--- config.mk ---
export PLATFORM = sky130hd
export DESIGN_NAME = pipelined_reduction_tree
export DESIGN_NICKNAME = d
export VERILOG_FILES = /design/src/rtl/pipelined_reduction_tree.sv
export SDC_FILE = /design/constraint.sdc
export NUM_CORES = 1
export LEC_CHECK = 0
export BUFFER_PORTS_ARGS = -buffer_cell sky130_fd_sc_hd__buf_2
export CORE_MARGIN = 1
export CORE_UTILIZATION = 40
export DETAILED_ROUTE_END_ITERATION = 8
export HOLD_SLACK_MARGIN = 0.1
export PLACE_DENSITY = 0.55
export SLEW_MARGIN = 0
export SYNTH_ARGS = -nofsm -noshare
export SYNTH_HDL_FRONTEND = slang
export SYNTH_SLANG_ARGS = --single-unit
--- constraint.sdc ---
create_clock -name clk -period 20.9 [get_ports clk]
set_input_delay 3.135 -clock clk [delete_from_list [all_inputs] [get_ports clk]]
set_output_delay 3.135 -clock clk [all_outputs]
set_load 0.02 [all_outputs]
--- src/rtl/pipelined_reduction_tree.sv ---
// rtl/pipelined_reduction_tree.sv - pipelined add/sub/max/min reduction tree over N signed operands
//
// One register stage per tree level, each halving the number of live values.
// The last stage also narrows the wide sum back to DATA_WIDTH and registers
// result/out_index/overflow directly, so latency equals STAGES.
//
// Ports:
//   clk, rst      clock, synchronous active-high reset
//   in_valid      operand vector + op offered
//   in_ready      vector accepted this cycle (= pipeline enable)
//   inputs        N_INPUTS packed operands, element 0 in the low bits
//   op            00 add, 01 subtract, 10 max, 11 min
//   out_valid     result valid
//   out_ready     downstream accepts result
//   result        reduced value
//   out_index     operand index chosen by max/min, 0 for add/sub
//   overflow      add/sub full-precision result did not fit DATA_WIDTH
module pipelined_reduction_tree #(
    parameter int N_INPUTS   = 9,
    parameter int DATA_WIDTH = 16,
    parameter int SATURATE   = 1,
    localparam int STAGES    = (N_INPUTS > 1) ? $clog2(N_INPUTS) : 1,
    localparam int IDX_W     = (N_INPUTS > 1) ? $clog2(N_INPUTS) : 1,
    localparam int ACC_W     = DATA_WIDTH + STAGES + 1
) (
    input  logic                           clk,
    input  logic                           rst,
    input  logic                           in_valid,
    output logic                           in_ready,
    input  logic [N_INPUTS*DATA_WIDTH-1:0] inputs,
    input  logic [1:0]                     op,
    output logic                           out_valid,
    input  logic                           out_ready,
    output logic [DATA_WIDTH-1:0]          result,
    output logic [IDX_W-1:0]               out_index,
    output logic                           overflow
);

    // Stages that hold intermediate tree values (all but the output stage).
    localparam int PIPE = (STAGES > 1) ? STAGES - 1 : 1;

    localparam logic signed [ACC_W-1:0] SAT_MAX =
        {{(ACC_W-DATA_WIDTH+1){1'b0}}, {(DATA_WIDTH-1){1'b1}}};
    localparam logic signed [ACC_W-1:0] SAT_MIN =
        {{(ACC_W-DATA_WIDTH+1){1'b1}}, {(DATA_WIDTH-1){1'b0}}};

    logic                    en;
    logic                    vld_q [STAGES];
    logic                    vld_d [STAGES];
    logic [1:0]              op_q  [PIPE];
    logic [1:0]              op_d  [PIPE];
    logic signed [ACC_W-1:0] val_q [PIPE][N_INPUTS];
    logic signed [ACC_W-1:0] val_d [PIPE][N_INPUTS];
    logic [IDX_W-1:0]        idx_q [PIPE][N_INPUTS];
    logic [IDX_W-1:0]        idx_d [PIPE][N_INPUTS];
    logic [DATA_WIDTH-1:0]   result_q, result_d;
    logic [IDX_W-1:0]        index_q, index_d;
    logic                    ovf_q, ovf_d;

    logic signed [ACC_W-1:0] src_v [N_INPUTS];
    logic [IDX_W-1:0]        src_i [N_INPUTS];
    logic signed [ACC_W-1:0] dst_v [N_INPUTS];
    logic [IDX_W-1:0]        dst_i [N_INPUTS];
    logic signed [ACC_W-1:0] a, b;
    logic [1:0]              s_op;
    int                      src_cnt, sp, lo, hi;

    assign en        = !vld_q[STAGES-1] || out_ready;
    assign in_ready  = en;
    assign out_valid = vld_q[STAGES-1];
    assign result    = result_q;
    assign out_index = index_q;
    assign overflow  = ovf_q;

    always_comb begin
        for (int s = 0; s < STAGES; s++) vld_d[s] = 1'b0;
        for (int s = 0; s < PIPE; s++) begin
            op_d[s] = 2'b00;
            for (int j = 0; j < N_INPUTS; j++) begin
                val_d[s][j] = '0;
                idx_d[s][j] = '0;
            end
        end
        for (int k = 0; k < N_INPUTS; k++) begin
            src_v[k] = '0;
            src_i[k] = '0;
            dst_v[k] = '0;
            dst_i[k] = '0;
        end
        result_d = result_q;
        index_d  = index_q;
        ovf_d    = ovf_q;
        a        = '0;
        b        = '0;
        s_op     = 2'b00;
        src_cnt  = 0;
        sp       = 0;
        lo       = 0;
        hi       = 0;

        for (int s = 0; s < STAGES; s++) begin
            sp       = (s > 0) ? s - 1 : 0;
            // Number of live values feeding this level.
            src_cnt  = (N_INPUTS + (1 << s) - 1) >> s;
            s_op     = (s == 0) ? op : op_q[sp];
            vld_d[s] = (s == 0) ? in_valid : vld_q[sp];

            for (int k = 0; k < N_INPUTS; k++) begin
                if (s == 0) begin
                    src_v[k] = {{(ACC_W-DATA_WIDTH){inputs[k*DATA_WIDTH+DATA_WIDTH-1]}},
                                inputs[k*DATA_WIDTH +: DATA_WIDTH]};
                    // Subtract is inputs[0] minus the sum of the rest.
                    if (op == 2'b01 && k > 0) src_v[k] = -src_v[k];
                    src_i[k] = IDX_W'(k);
                end else begin
                    src_v[k] = val_q[sp][k];
                    src_i[k] = idx_q[sp][k];
                end
            end

            for (int j = 0; j < N_INPUTS; j++) begin
                dst_v[j] = '0;
                dst_i[j] = '0;
                lo = (2*j < N_INPUTS) ? 2*j : N_INPUTS - 1;
                hi = (2*j + 1 < N_INPUTS) ? 2*j + 1 : N_INPUTS - 1;
                if (2*j + 1 < src_cnt) begin
                    a = src_v[lo];
                    b = src_v[hi];
                    // The left element always carries the lower index, so a
                    // strict compare makes ties keep the lower index.
                    case (s_op)
                        2'b10: begin
                            dst_v[j] = (b > a) ? b : a;
                            dst_i[j] = (b > a) ? src_i[hi] : src_i[lo];
                        end
                        2'b11: begin
                            dst_v[j] = (b < a) ? b : a;
                            dst_i[j] = (b < a) ? src_i[hi] : src_i[lo];
                        end
                        default: begin
                            dst_v[j] = a + b;
                            dst_i[j] = '0;
                        end
                    endcase
                end else if (2*j < src_cnt) begin
                    dst_v[j] = src_v[lo];
                    dst_i[j] = src_i[lo];
                end
            end

            if (s < STAGES - 1) begin
                op_d[s] = s_op;
                for (int j = 0; j < N_INPUTS; j++) begin
                    val_d[s][j] = dst_v[j];
                    idx_d[s][j] = dst_i[j];
                end
            end else if (vld_d[s]) begin
                a = dst_v[0];
                if (s_op[1]) begin
                    result_d = a[DATA_WIDTH-1:0];
                    index_d  = dst_i[0];
                    ovf_d    = 1'b0;
                end else begin
                    index_d = '0;
                    ovf_d   = (a > SAT_MAX) || (a < SAT_MIN);
                    if (SATURATE != 0 && a > SAT_MAX)
                        result_d = SAT_MAX[DATA_WIDTH-1:0];
                    else if (SATURATE != 0 && a < SAT_MIN)
                        result_d = SAT_MIN[DATA_WIDTH-1:0];
                    else
                        result_d = a[DATA_WIDTH-1:0];
                end
            end
        end
    end

    always_ff @(posedge clk) begin
        if (rst) begin
            for (int s = 0; s < STAGES; s++) vld_q[s] <= 1'b0;
            result_q <= '0;
            index_q  <= '0;
            ovf_q    <= 1'b0;
        end else if (en) begin
            vld_q    <= vld_d;
            op_q     <= op_d;
            val_q    <= val_d;
            idx_q    <= idx_d;
            result_q <= result_d;
            index_q  <= index_d;
            ovf_q    <= ovf_d;
        end
    end

endmodule

### Word level (Yosys, flattened, before mapping)

Cells that the tools add are included.

| word-level totals | value |
|---|---|
| flip-flop bits (word level) | 269 |
| latch bits | 0 |
| RAM bits | 0 |
| ROM bits | 0 |
| output and inout bits | 23 |
| memories | 0 |

| operators by class | value |
|---|---|
| add/subtract/negate cells | 16 |
| multiply operators | 0 |
| div/mod/pow operators | 0 |
| magnitude comparators | 18 |
| equality and inequality tests | 9 |
| shifts and indexed selects | 0 |
| muxes and demuxes | 61 |
| bitwise operators | 1 |
| reduce and logical (&&, ||, !) cells | 5 |

Operator list:

| cell | count |
|---|---|
| 21-bit two-way mux | 24 |
| 21-bit case mux with 2 select lines | 8 |
| 16-bit negation with 21-bit output | 8 |
| 21-bit adder | 7 |
| 21-bit > comparator | 7 |
| 21-bit less-than comparator | 7 |
| 16-bit two-way mux | 3 |
| 4-bit two-way mux | 9 |
| 4-bit case mux with 2 select lines | 4 |
| 16-bit by 21-bit adder with 21-bit output | 1 |
| 21-bit by 16-bit > comparator with 1-bit output | 1 |
| 21-bit by 16-bit > comparator with 1-bit output, second input constant | 1 |
| 21-bit by 16-bit less-than comparator with 1-bit output | 1 |
| 21-bit by 16-bit less-than comparator with 1-bit output, second input constant | 1 |
| 2-bit == test, second input constant | 8 |
| 3-bit case mux with 2 select lines | 2 |
| 1-bit two-way mux | 9 |
| 2-bit case mux with 2 select lines | 1 |
| 2-bit AND reduction | 2 |
| 2-bit by 1-bit == test with 1-bit output, second input constant | 1 |
| 1-bit logical OR | 2 |
| 1-bit case mux with 2 select lines | 1 |
| 1-bit logical NOT | 1 |
| 1-bit inverter | 1 |

### Depth between registers and ports, before layout

| depth | value |
|---|---|
| depth in word-level cells | 7 |
| mapped depth | 22 |

### Worst setup path after synthesis

OpenSTA, ideal clock, no wires.

| timing | value |
|---|---|
| kind | input-to-reg |
| start point | input port out_ready |
| end point | register val_q, in the netlist b[0], enable pin |
| arrival | 8.903 ns |
| required time | 20.282 ns |
| path slack | 11.379 ns |
| stages | 3 |
| path buffers | 1 |
| cells stage by stage | nand2b_1 -> clkbuf_1 -> and2_1 |

| between the ends | value |
|---|---|
| cells in the longest elaborated chain, start to end | 2 |

RTL lines:

| what | line | source |
|---|---|---|
| from (decl) | 33 | `input logic out_ready,` |
| 1-bit logical OR | 68 | `assign en = !vld_q[STAGES-1] \|\| out_ready;` |
| via in_ready | 29 | `output logic in_ready,` |
| 2-bit AND reduction (no source line) | -- |  |
| to (signal assigned) | 186 | `val_q <= val_d;` |
| to (decl) | 52 | `logic signed [ACC_W-1:0] val_q [PIPE][N_INPUTS];` |

The timed path passes the listed nets, and every way through them passes these cells.
A chain may end at the register's enable or synchronous reset.

==> key figures <==
Synth
  – Number of synthesized flops with an enable pin: 229
  – Synth Instances: 2996
  – Synth top area share: 0.264
  – Prevailing post-synth register cell: edfxtp_1
  – Synthesized Nets: 3490
  – Synth Cell Area: 26000 sq um
  – Yosys reg bits: 254
  – Fraction of registers with async set/reset: 0
  – Register area share after synthesis: 0.284
  – Biggest area consumer among synthesized cells: edfxtp_1
  – Synth area leaders: edfxtp_1 26%, ha_1 16%, mux2i_1 6.4%, a21oi_1 5.6%, inv_1 4.6%
  – Syn avg cell area: 8.68 sq um
  – Warnings, synthesis: 0
  – Synth cell types: 88
  – Count leader, synth: ha_1
  – Post-synth top cells: 336 x ha_1, 316 x inv_1, 291 x a21oi_1

GRT
  – Gr ovfl total: 0
  – GRT Util Overall: 0.217
  – Largest net degree at the start of global routing: 199
  – Vias in the first global route: 21.4k
  – Met3 usage: 0.0166
  – Global-route wire length before repair: 116 mm
  – Initial antenna violation count: 2
  – Grt met1 use: 0.294
  – Met2 Usage GRT: 0.373
  – Grt peak-use layer: met2

CTS
  – CTS Sinks: 254
  – Hold Buf Count CTS: 0
  – Clk_lat worst skew: 560 ps
  – Longest Clk Path Bufs: 3
  – Clock slew at reported path FFs: 60 ps
  – Htree depth: 1
  – CTS buffer count: 31
  – Post_cts resized: 0
  – Root Buffer: clkbuf_16
  – CTS tree: yes
  – Post-CTS Setup Repair Bufs: 0

Setup path
  – WP buf/inv: 4
  – CP Cell Sequence: buf_2 -> clkinv_1 -> nor2_4 -> buf_4 -> nand2_1 -> o21ai_0 -> inv_1 -> fa_1 -> nor2b_1 -> o21ai_0 -> a21boi_0 -> o21ai_0 -> a21boi_0 -> o211ai_1 -> a2111oi_0 -> nor3_1 -> o41ai_1 -> xor2_1 -> o21ai_0
  – Crit path top cell by count: o21ai_0
  – Slowest CP cell: a2111oi_0
  – R2R Setup Slk: 15800 ps
  – Required time of the critical path: 21170 ps
  – Worst reg2reg path depth: 12
  – CP Class: in2reg
  – Critical path launch point type: primary input
  – FF-to-FF End: result[9]$_SDFFE_PP0P_
  – Crit-path leading delay family: compound AO/OA/AOI/OAI gates
  – Crit. End Element: flip-flop
  – CP max stage delay: 770 ps
  – Worst-path fanout max: 56
  – Reg-to-Reg Start: b[12]$_DFFE_PP_
  – Arr. time, crit path: 8820 ps

Route
  – Drt wl/cell: 18.5 um
  – DRT iter0 DRCs: 1411
  – Total number of vias: 21.9k
  – Post-DR vias/cell: 5.48
  – Final WL: 73.9 mm
  – DRT antenna net count: 0
  – Detailed Routing Iterations Pass 1: 7
  – Drc violations: 1

Floorplan
  – Initial core utilization: 0.404
  – Core Box Area: 64300 sq um
  – DIE AREA: 66000 sq um
  – I/O Pins: 173
  – Die width: 257 um
  – Standard-cell rows: 93
  – Die Span Y: 257 um

Flow run
  – Max cap viols: 0

Timing
  – Slew HR: 0.120
  – Hold Slack: 412 ps
  – Final setup fails: 0
  – TNS Setup: 0 ps
  – Unrepaired setup endpoints after global routing: false
  – FMAX: 117 MHz
  – Max-slew violations: 0
  – Hold Fails Final Rpt: 0
  – Worst-margin pin slew: 1320 ps
  – Clock Skew: 15.6 ps
  – Final worst slack: 12350 ps
  – Final period utilization: 0.409
  – Fin crit period: 8550 ps

Placed design
  – DP Area: 27700 sq um
  – Placed cell count: 3941
  – Routability cong.: 0.933
  – Hpwl dp: 58.9 mm
  – Post-place setup slack: 11890 ps
  – Input/output buffers: 172

Min path
  – Hold path endpoint: b[11]$_DFFE_PP_
  – Hold Path Class: reg2reg
  – Worst hold start: val_d[158]$_DFFE_PP_
  – WHS Path Cells: 0

Power and ir drop
  – PnR Total Power: 2.48 mW
  – Pwr per Cell Area: 86.6 nW/um^2
  – Sw frac: 0.411
  – Seq pwr share: 0.298
  – Internal power: 1.46 mW
  – Leak: 12.8 nW
  – Power share of the clock group: 0.204
  – Sw power: 1.02 mW
  – Combinational Power Share: 0.498
  – Peak supply drop: 63.0 uV

Layout
  – Design area: 28700 sq um
  – Number of diodes: 0
  – Non-filler cells, final: 3996
  – Area Growth Syn to Fin: 10.3%
  – Fin util: 0.446
  – Fraction of layout instances using a drive strength above 1: 0.0952
  – Nets: 3613

Run status
  – Failing checks: DRC
  – Outcome: finished with violations
sequential cells by signal (all words and copies together) (netlist names):
register and flops:
out_index 4, idx_q 13, s_op 2, result 16, op_d 4, val_d 42, out_valid 1, val_q 126
overflow 1, src_v 21, vld_d 3, b 21
how the worst max path moves through the flow:
stage                    from              endpoint  cells past startpoint
global placement        op[0]  val_q[521]$_DFFE_PP_                     15
floorplan           out_ready        b[0]$_DFFE_PP_                      3
CTS                     op[0]  val_q[543]$_DFFE_PP_                     19
finish                  op[0]  val_q[545]$_DFFE_PP_                     19
global route            op[0]  val_q[545]$_DFFE_PP_                     19
detailed placement      op[0]  val_q[544]$_DFFE_PP_                     19
cell type report:
class                   instances  area, sq um
fillers                      6329        35700
multi-input cells            2328        17100
flip-flops and latches        254         7380
inverters                     318         1190
well taps                     855         1070
repair buffers                186          981
clock buffers                  37          840
clock inverters                18          126
cells in the final DEF, fill, tap and decap left out, types with 25 or more instances in the layout:
cell type and count:
a21oi_1 291, ha_1 336, buf_2 171, dfxtp_1 25, nand2_1 137, o21bai_1 46
nor4_1 36, nor2_1 284, inv_1 316, nand3_1 46, nor2b_1 38, a211oi_1 27
nor3_1 97, edfxtp_1 229, mux2i_1 162, nand2b_1 45, o21ai_0 135, xor2_1 110
clkbuf_16 32, a21o_1 49, xnor2_1 133
layer usage:
layer	up-vias	wire length, um
met4	4	1780
met1	10400	34700
li1	10900	-
met2	491	34500
met5	-	25
met3	97	2790
cell families after synthesis:
family	count (synthesis)	share of synthesized area
compound gates	756	0.185
xor+xnor	243	0.0818
fa+ha+maj	344	0.168
buf+inv	414	0.0612
flops	254	0.284
mux	183	0.0718
simple gates	802	0.149
power by group through the flow:
stage	logic, mW	registers, mW	clock network (mW)
after CTS	1.24	0.740	0.522
final	1.24	0.739	0.507
after global routing	1.38	0.748	0.539
after detailed placement	1.23	0.750	0
after floorplan	0.946	0.716	0
after global placement	1.22	0.748	0
Note: power is estimated with default switching activity, not from simulation.
